$ cat src/rtl/wb_stage.sv
// Registered RV32I writeback stage: result select, variable-latency load wait, alignment/timeout checks.
// Sub-word load extraction and misalignment checking are enabled by defining WB_LOAD_EXT_EN.
module wb_stage #(
  parameter int XLEN        = 32,
  parameter int MEM_TIMEOUT = 16
) (
  input  logic            clk,
  input  logic            rst_n,
  input  logic            in_valid,
  output logic            in_ready,
  input  logic [2:0]      in_res_src,
  input  logic [XLEN-1:0] in_alu_res,
  input  logic [XLEN-1:0] in_pc_plus4,
  input  logic [XLEN-1:0] in_imm_lui,
  input  logic [XLEN-1:0] in_imm_auipc,
  input  logic [2:0]      in_funct3,
  input  logic [4:0]      in_rd,
  input  logic            in_reg_write,
  input  logic            mem_rvalid,
  input  logic [XLEN-1:0] mem_rdata,
  output logic            rf_we,
  output logic [4:0]      rf_waddr,
  output logic [XLEN-1:0] rf_wdata,
  output logic            load_err,
  output logic            busy
);

  localparam int CW = $clog2(MEM_TIMEOUT + 1);

  typedef enum logic {S_IDLE = 1'b0, S_WAIT = 1'b1} state_e;

  state_e          state_q, state_d;
  logic [CW-1:0]   cnt_q, cnt_d;
  logic [4:0]      rd_q, rd_d;
  logic            rw_q, rw_d;
  logic [2:0]      f3_q, f3_d;
  logic [1:0]      off_q, off_d;
  logic            mis_q, mis_d;
  logic            we_q, we_d;
  logic [4:0]      waddr_q, waddr_d;
  logic [XLEN-1:0] wdata_q, wdata_d;
  logic            err_q, err_d;

  logic            accept;
  logic            is_mem;
  logic            timeout;
  logic            mis_new;
  logic [XLEN-1:0] sel_res;
  logic [XLEN-1:0] load_data;

  assign accept  = in_valid && in_ready;
  assign is_mem  = (in_res_src == 3'd1);
  assign timeout = (cnt_q == CW'(MEM_TIMEOUT - 1));

  always_comb begin
    sel_res = in_alu_res;
    case (in_res_src)
      3'd2:    sel_res = in_pc_plus4;
      3'd3:    sel_res = in_imm_lui;
      3'd4:    sel_res = in_imm_auipc;
      default: sel_res = in_alu_res;
    endcase
  end

`ifdef WB_LOAD_EXT_EN
  logic [XLEN-1:0] shifted;
  assign shifted = mem_rdata >> {off_q, 3'b000};

  always_comb begin
    load_data = shifted;
    case (f3_q)
      3'b000:  load_data = {{(XLEN-8){shifted[7]}}, shifted[7:0]};
      3'b001:  load_data = {{(XLEN-16){shifted[15]}}, shifted[15:0]};
      3'b100:  load_data = {{(XLEN-8){1'b0}}, shifted[7:0]};
      3'b101:  load_data = {{(XLEN-16){1'b0}}, shifted[15:0]};
      default: load_data = shifted;
    endcase
  end

  // Undefined load encodings behave as LW, so they need a word-aligned address.
  always_comb begin
    mis_new = 1'b0;
    case (in_funct3)
      3'b001, 3'b101: mis_new = in_alu_res[0];
      3'b000, 3'b100: mis_new = 1'b0;
      default:        mis_new = (in_alu_res[1:0] != 2'b00);
    endcase
  end
`else
  logic unused_ext;
  assign unused_ext = ^{f3_q, off_q};
  assign load_data  = mem_rdata;
  assign mis_new    = 1'b0;
`endif

  // State register and per-instruction load context.
  always_ff @(posedge clk or negedge rst_n) begin
    if (!rst_n) begin
      state_q <= S_IDLE;
      cnt_q   <= '0;
      rd_q    <= '0;
      rw_q    <= 1'b0;
      f3_q    <= '0;
      off_q   <= '0;
      mis_q   <= 1'b0;
      we_q    <= 1'b0;
      waddr_q <= '0;
      wdata_q <= '0;
      err_q   <= 1'b0;
    end else begin
      state_q <= state_d;
      cnt_q   <= cnt_d;
      rd_q    <= rd_d;
      rw_q    <= rw_d;
      f3_q    <= f3_d;
      off_q   <= off_d;
      mis_q   <= mis_d;
      we_q    <= we_d;
      waddr_q <= waddr_d;
      wdata_q <= wdata_d;
      err_q   <= err_d;
    end
  end

  always_comb begin
    state_d = state_q;
    cnt_d   = cnt_q;
    case (state_q)
      S_IDLE: begin
        cnt_d = '0;
        if (accept && is_mem) state_d = S_WAIT;
      end
      S_WAIT: begin
        cnt_d = cnt_q + CW'(1);
        if (mem_rvalid || timeout) state_d = S_IDLE;
      end
      default: state_d = S_IDLE;
    endcase
  end

  // Write address/data only change when a write is actually issued.
  always_comb begin
    rd_d    = rd_q;
    rw_d    = rw_q;
    f3_d    = f3_q;
    off_d   = off_q;
    mis_d   = mis_q;
    we_d    = 1'b0;
    waddr_d = waddr_q;
    wdata_d = wdata_q;
    err_d   = 1'b0;
    if (state_q == S_IDLE) begin
      if (accept && !is_mem && in_reg_write && in_rd != 5'd0) begin
        we_d    = 1'b1;
        waddr_d = in_rd;
        wdata_d = sel_res;
      end else if (accept && is_mem) begin
        rd_d  = in_rd;
        rw_d  = in_reg_write;
        f3_d  = in_funct3;
        off_d = in_alu_res[1:0];
        mis_d = mis_new;
      end
    end else if (mem_rvalid) begin
      if (mis_q) begin
        err_d = 1'b1;
      end else if (rw_q && rd_q != 5'd0) begin
        we_d    = 1'b1;
        waddr_d = rd_q;
        wdata_d = load_data;
      end
    end else if (timeout) begin
      err_d = 1'b1;
    end
  end

  always_comb begin
    in_ready = (state_q == S_IDLE);
    busy     = (state_q == S_WAIT);
  end

  assign rf_we    = we_q;
  assign rf_waddr = waddr_q;
  assign rf_wdata = wdata_q;
  assign load_err = err_q;

endmodule

$ cat config.mk
export PLATFORM = sky130hd
export DESIGN_NAME = wb_stage
export DESIGN_NICKNAME = d
export VERILOG_FILES = /design/src/rtl/wb_stage.sv
export SDC_FILE = /design/constraint.sdc
export NUM_CORES = 1
export LEC_CHECK = 0
export CAP_MARGIN = 10
export CELL_PAD_IN_SITES_DETAIL_PLACEMENT = 2
export CELL_PAD_IN_SITES_GLOBAL_PLACEMENT = 2
export CORE_MARGIN = 2
export CORE_UTILIZATION = 22
export CTS_BUF_LIST = sky130_fd_sc_hd__clkbuf_4 sky130_fd_sc_hd__clkbuf_8
export DETAILED_ROUTE_END_ITERATION = 8
export GPL_TIMING_DRIVEN = 0
export PLACE_DENSITY_LB_ADDON = 0.1
export SLEW_MARGIN = 10
export SYNTH_ARGS = -nofsm -noshare
export SYNTH_HDL_FRONTEND = slang
export SYNTH_SLANG_ARGS = --single-unit
$ cat constraint.sdc
create_clock -name clk -period 4.9 [get_ports clk]
set_input_delay 0.98 -clock clk [delete_from_list [all_inputs] [get_ports clk]]
set_output_delay 0.98 -clock clk [all_outputs]
set_load 0.02 [all_outputs]
### After elaboration in Yosys (flattened, before gate mapping)

Cells that the tools add are included.
Widths: inputs -> output; s select.

* word-level logic and storage cells: 51
* output and inout port bits: 41
* memories: 0
* bits in latches: 0
* register bits: 51
* RAM bits: 0
* input port bits: 176
* ROM bits: 0

* reduce and logical (&&, ||, !) cells: 13
* div/mod/pow operators: 0
* shift-type cells: 0
* multiplexer cells: 20
* bitwise operators: 2
* add/subtract/negate cells: 1
* multipliers: 0
* eq/ne operators: 7
* $lt $le $gt $ge: 0

Operators with widths (count)
* $mux 32: 4
* $pmux 32 s3: 1
* $mux 5: 4
* $pmux 5 s2: 1
* $reduce_bool 5->1: 2
* $mux 1: 9
* $eq 3x2->1 const B: 2
* $logic_and 1x1->1: 6
* $reduce_and 3->1: 2
* $add 5x1->5 const B: 1
* $eq 5x4->1 const B: 1
* $eq 3x1->1 const B: 1
* $eq 3x3->1 const B: 1
* $ne 2x1->1 const B: 1
* $ne 2x2->1 const B: 1
* $not 1->1: 2
* $pmux 1 s2: 1
* $reduce_bool 2->1: 1
* $logic_not 1->1: 1
* $logic_or 1x1->1: 1

### Depth between registers and ports, before layout

* word-level depth: 7
* mapped depth: 7
* gate-level depth less buffers: 4

### Worst setup path before layout

OpenSTA, ideal clock, no wires.

* path type: input-to-reg
* start point: input in_rd[1]
* end point: register wdata_q[19], in the netlist rf_wdata[19]
* buffers on the path: 2
* library setup time: 0.125 ns
* stages: 6
* arrival time: 2.341 ns
* slack: 2.434 ns
* required time: 4.775 ns
* cells stage by stage: or4_1 -> o2111ai_2 -> a21oi_2 -> buf_6 -> buf_12 -> mux2_4

* cells in the longest elaborated chain, start to end: 4

Ends and longest elaborated chain
* start: declaration: line 17 `input logic [4:0] in_rd,`
* $reduce_bool 5->1: line 153 `if (accept && !is_mem && in_reg_write && in_rd != 5'd0) begin`
* $logic_and 1x1->1: line 153
* $reduce_bool 2->1 (no line)
* $reduce_and 3->1 (no line)
* end signal: assignment: line 120 `wdata_q <= wdata_d;`
* end: declaration: line 41 `logic [XLEN-1:0] wdata_q, wdata_d;`

No other way between the ends.
A chain may end at the register's enable or synchronous reset.

### Final worst setup path

* start point: register state_q, in the netlist busy
* end point: output in_ready

* cells in the longest elaborated chain, start to end: 1

Ends and longest elaborated chain
* start: declaration: line 32 `state_e state_q, state_d;`
* start signal: assignment: line 111 `state_q <= state_d;`
* $not 1->1 (no line)
* end: declaration: line 10 `output logic in_ready,`

No other way between the ends.

==> results.toml <==
[timing]
setup_tns_ns = 0
post-route-period-util_pct = 67.2
achievable-frequency_ghz = 0.304
timing.final.hold_violations = 0
worst_pin_slew_ns = 0.722
slew_viol_final = 0
final_period_minus_worst_setup_slack_ns = 3.29
timing.clock.skew_ns = 0.0158
final-setup-viol-count = 0
grt_setup_unrepaired = "no"
worst_slew_margin_relative_to_its_limit_pct = 51.8

[placed_design]
final_estimated_routing_congestion_in_global_placement = 0.740
port-buffer-count = 212
detailedPlacementHpwl_um = 11500

[layout]
antenna_cells_inserted = 0
layout.nets = 715
post_route_cells_drive_above_1_share_pct = 19.5
finalCoreUtilization_pct = 38.5
fillers = 1656
layout-area-overhead-vs-synth_pct = 73.5

[yosys]
syn_inst = 318
yosysWarnings = 0
synth_largest_area_cell = "sky130_fd_sc_hd__dfrtp_1"
flip_flop_and_latch_count_after_synthesis = 51
synth_area_um2 = 3340
synth.top_cell.area_share_pct = 38.2
synth_top_cells_by_area = "sky130_fd_sc_hd__dfrtp_1 (38%), sky130_fd_sc_hd__mux2_2 (20%), sky130_fd_sc_hd__mux2_4 (8.5%)"
netlist-cell-type-count = 34
synth-seq-area-share_pct = 38.2
synth_area_per_cell_um2 = 10.5
synth_nets = 496

[die]
die-width_um = 127
die_height_um = 127
initial_core_util_pct = 22.2
placeableCoreArea_um2 = 15000
fp-row-count = 45
fp.dieArea_um2 = 16200
design.portCount = 217

[routing]
detailedRoute.firstPassIterationCount = 4
drt_iter0_drc = 71
detail_route.wirelength_um = 14600
route.antenna.remaining_nets = 0
dr_total_vias = 3474
drt-wirelength-per-cell_um = 20.2
route.detailed.drc = 0
routed_via_density = 4.79

[flow_run]
drv.max_cap_violation_count = 0

[clock_network]
cts_tree = "yes"
clk_latency_ns = 0.33
root_cell_of_the_clock_tree = "sky130_fd_sc_hd__clkbuf_8"
cts-resized-gates = 0
clk_transition_reported_paths_ns = 0.11
cts_hold_buf = 0
cts.path.max_buffers = 2
post-cts-setup-buffer-count = 0
tritoncts_num_sinks = 51
cts-buffers-inserted = 5
htreeDepth = 2

[pwr]
vdd_drop_max_uv = 114
reported_leakage_power_nw = 2.26
p_per_area_nw_per_um2 = 299
totalPowerFinal_mw = 1.73

[run_status]
outcome = "finished clean"

[setup_path]
worstSetupEndpointType = "output pin"
timing.critical_path.from_type = "flop"
critPathRequiredTime_ns = 3.92
crit_path_max_fanout = 10
ff2ff_setup_slack_ns = 2.50
worst-endpoint-arrival_ns = 2.31
critPathKind = "flop to output pin"

[global_routing]
first_global_vias = 4024
grtUsageTotal_pct = 18.3
grt_first_pass_wirelength_um = 22900
antenna_violations_before_repair = 1
pin_count_of_the_biggest_net_entering_global_routing = 52
grt-ovfl-total = 0

[hold_path]
worst_hold_path_type = "flop to flop"
## flip-flops by register name, summed over array words and instances, names as in the netlist
register,count
busy,1
cnt_q,5
load_err,1
rd_q,5
rf_waddr,5
rf_wdata,32
rf_we,1
rw_q,1
## layer usage
metal	up-vias	track usage, %	part of all wire, %
li1	1625	-	-
met1	1708	21.6	40
met2	131	32.7	50
met3	10	5.99	8.4
met4	0	3.75	1.1
met5	-	0	0
## layout make-up
type	count	area (um^2)	area share, %
Clock inverter	3	28.8	0.497
Timing Repair Buffer	212	2120	36.6
Sequential cell	51	1280	22.0
Tap cell	188	235	4.06
Clock buffer	5	68.8	1.19
Buffer	30	166	2.87
Multi-Input combinational cell	234	1880	32.5
Inverter	3	11.3	0.195
## stage by stage
step / cell area (um^2) / worst slack [ns] / std cells / hold slack [ns]
floorplan: 3340 / 2.43 / 318 / 0.425
finish: 5790 / 1.61 / 726 / 0.461
global placement: 5690 / 1.02 / 718 / 0.441
detailed placement: 5690 / 1.75 / 718 / 0.447
CTS: 5790 / 1.55 / 726 / 0.463
global route: 5790 / 1.47 / 726 / 0.493
## power breakdown
group | internal [mW] | switching [mW] | leakage [nW]
combinational | 0.489 | 0.353 | 1.60
sequential | 0.541 | 0.0695 | 0.617
clock | 0.106 | 0.171 | 0.0502
total | 1.14 | 0.593 | 2.26
## worst max-delay path: stages, from the launching register on
cell,delay [ns]
sky130_fd_sc_hd__dfrtp_1,0.44
sky130_fd_sc_hd__buf_2,0.22
sky130_fd_sc_hd__clkinv_1,0.17
sky130_fd_sc_hd__clkbuf_1,0.43
sky130_fd_sc_hd__clkdlybuf4s50_1,0.71
## final timing paths
check	start	to	cells after the start
max in group asynchronous	rst_n	rf_wdata[11]	1
worst min register to register	cnt_q[0]	cnt_q[0]	1
min in group asynchronous	rst_n	rf_wdata[23]	1
worst min-delay path	cnt_q[0]	cnt_q[0]	1
worst max-delay path	busy	in_ready	4
worst max register to register	busy	rf_wdata[20]	6
## cells in the final DEF (no fill, tap or decap), types with 2 or more instances in the layout
cell	count
sky130_fd_sc_hd__clkbuf_8	5
sky130_fd_sc_hd__inv_1	2
sky130_fd_sc_hd__and2_1	2
sky130_fd_sc_hd__ha_1	2
sky130_fd_sc_hd__nor2b_1	2
sky130_fd_sc_hd__mux2_4	19
sky130_fd_sc_hd__buf_12	2
sky130_fd_sc_hd__dfrtp_1	51
sky130_fd_sc_hd__a31oi_1	31
sky130_fd_sc_hd__clkdlybuf4s50_1	211
sky130_fd_sc_hd__clkbuf_1	13
sky130_fd_sc_hd__or4_1	2
sky130_fd_sc_hd__a22oi_1	31
sky130_fd_sc_hd__clkinv_4	2
sky130_fd_sc_hd__buf_2	11
sky130_fd_sc_hd__nand3_1	33
sky130_fd_sc_hd__mux2_2	60
sky130_fd_sc_hd__nor2_1	36
sky130_fd_sc_hd__buf_1	3
## cell families (layout without fill, tap and decap cells)
group                    count (synthesis)  count (layout)  synth area share, %
multiplexers                            80              80                 29.1
XOR/XNOR                                 2               2                0.525
flip-flops                              51              51                 38.2
buffers and inverters                   33             253                 5.32
adder cells (fa/ha/maj)                  2               2                0.750
AO/OA/AOI/OAI                           68              68                 14.4
AND/OR/NAND/NOR                         82              82                 11.7
## synthesized netlist by cell type
| cell type | number |
|---|---|
| sky130_fd_sc_hd__mux2_2 | 60 |
| sky130_fd_sc_hd__dfrtp_1 | 51 |
| sky130_fd_sc_hd__nor2_1 | 36 |
| sky130_fd_sc_hd__nand3_1 | 33 |
| sky130_fd_sc_hd__a22oi_1 | 31 |
| sky130_fd_sc_hd__a31oi_1 | 31 |
| sky130_fd_sc_hd__mux2_4 | 19 |
| sky130_fd_sc_hd__clkbuf_1 | 13 |
| sky130_fd_sc_hd__buf_2 | 11 |
| sky130_fd_sc_hd__buf_1 | 3 |
| sky130_fd_sc_hd__and2_1 | 2 |
| sky130_fd_sc_hd__buf_12 | 2 |
| sky130_fd_sc_hd__ha_1 | 2 |
| sky130_fd_sc_hd__inv_1 | 2 |
| sky130_fd_sc_hd__nor2b_1 | 2 |
| sky130_fd_sc_hd__or4_1 | 2 |
| sky130_fd_sc_hd__a21oi_1 | 1 |
| sky130_fd_sc_hd__a21oi_2 | 1 |
| sky130_fd_sc_hd__a32oi_1 | 1 |
| sky130_fd_sc_hd__and3_1 | 1 |
| sky130_fd_sc_hd__buf_6 | 1 |
| sky130_fd_sc_hd__clkinv_1 | 1 |
| sky130_fd_sc_hd__mux2_1 | 1 |
| sky130_fd_sc_hd__nand2_1 | 1 |
| sky130_fd_sc_hd__nand2b_1 | 1 |
| sky130_fd_sc_hd__nand3b_1 | 1 |
| sky130_fd_sc_hd__nor3b_1 | 1 |
| sky130_fd_sc_hd__o2111ai_2 | 1 |
| sky130_fd_sc_hd__o211ai_1 | 1 |
| sky130_fd_sc_hd__o31ai_1 | 1 |
| sky130_fd_sc_hd__or3b_1 | 1 |
| sky130_fd_sc_hd__or3b_2 | 1 |
| sky130_fd_sc_hd__xnor2_1 | 1 |
| sky130_fd_sc_hd__xor2_1 | 1 |
No activity file was read; power rests on OpenSTA's default activity.
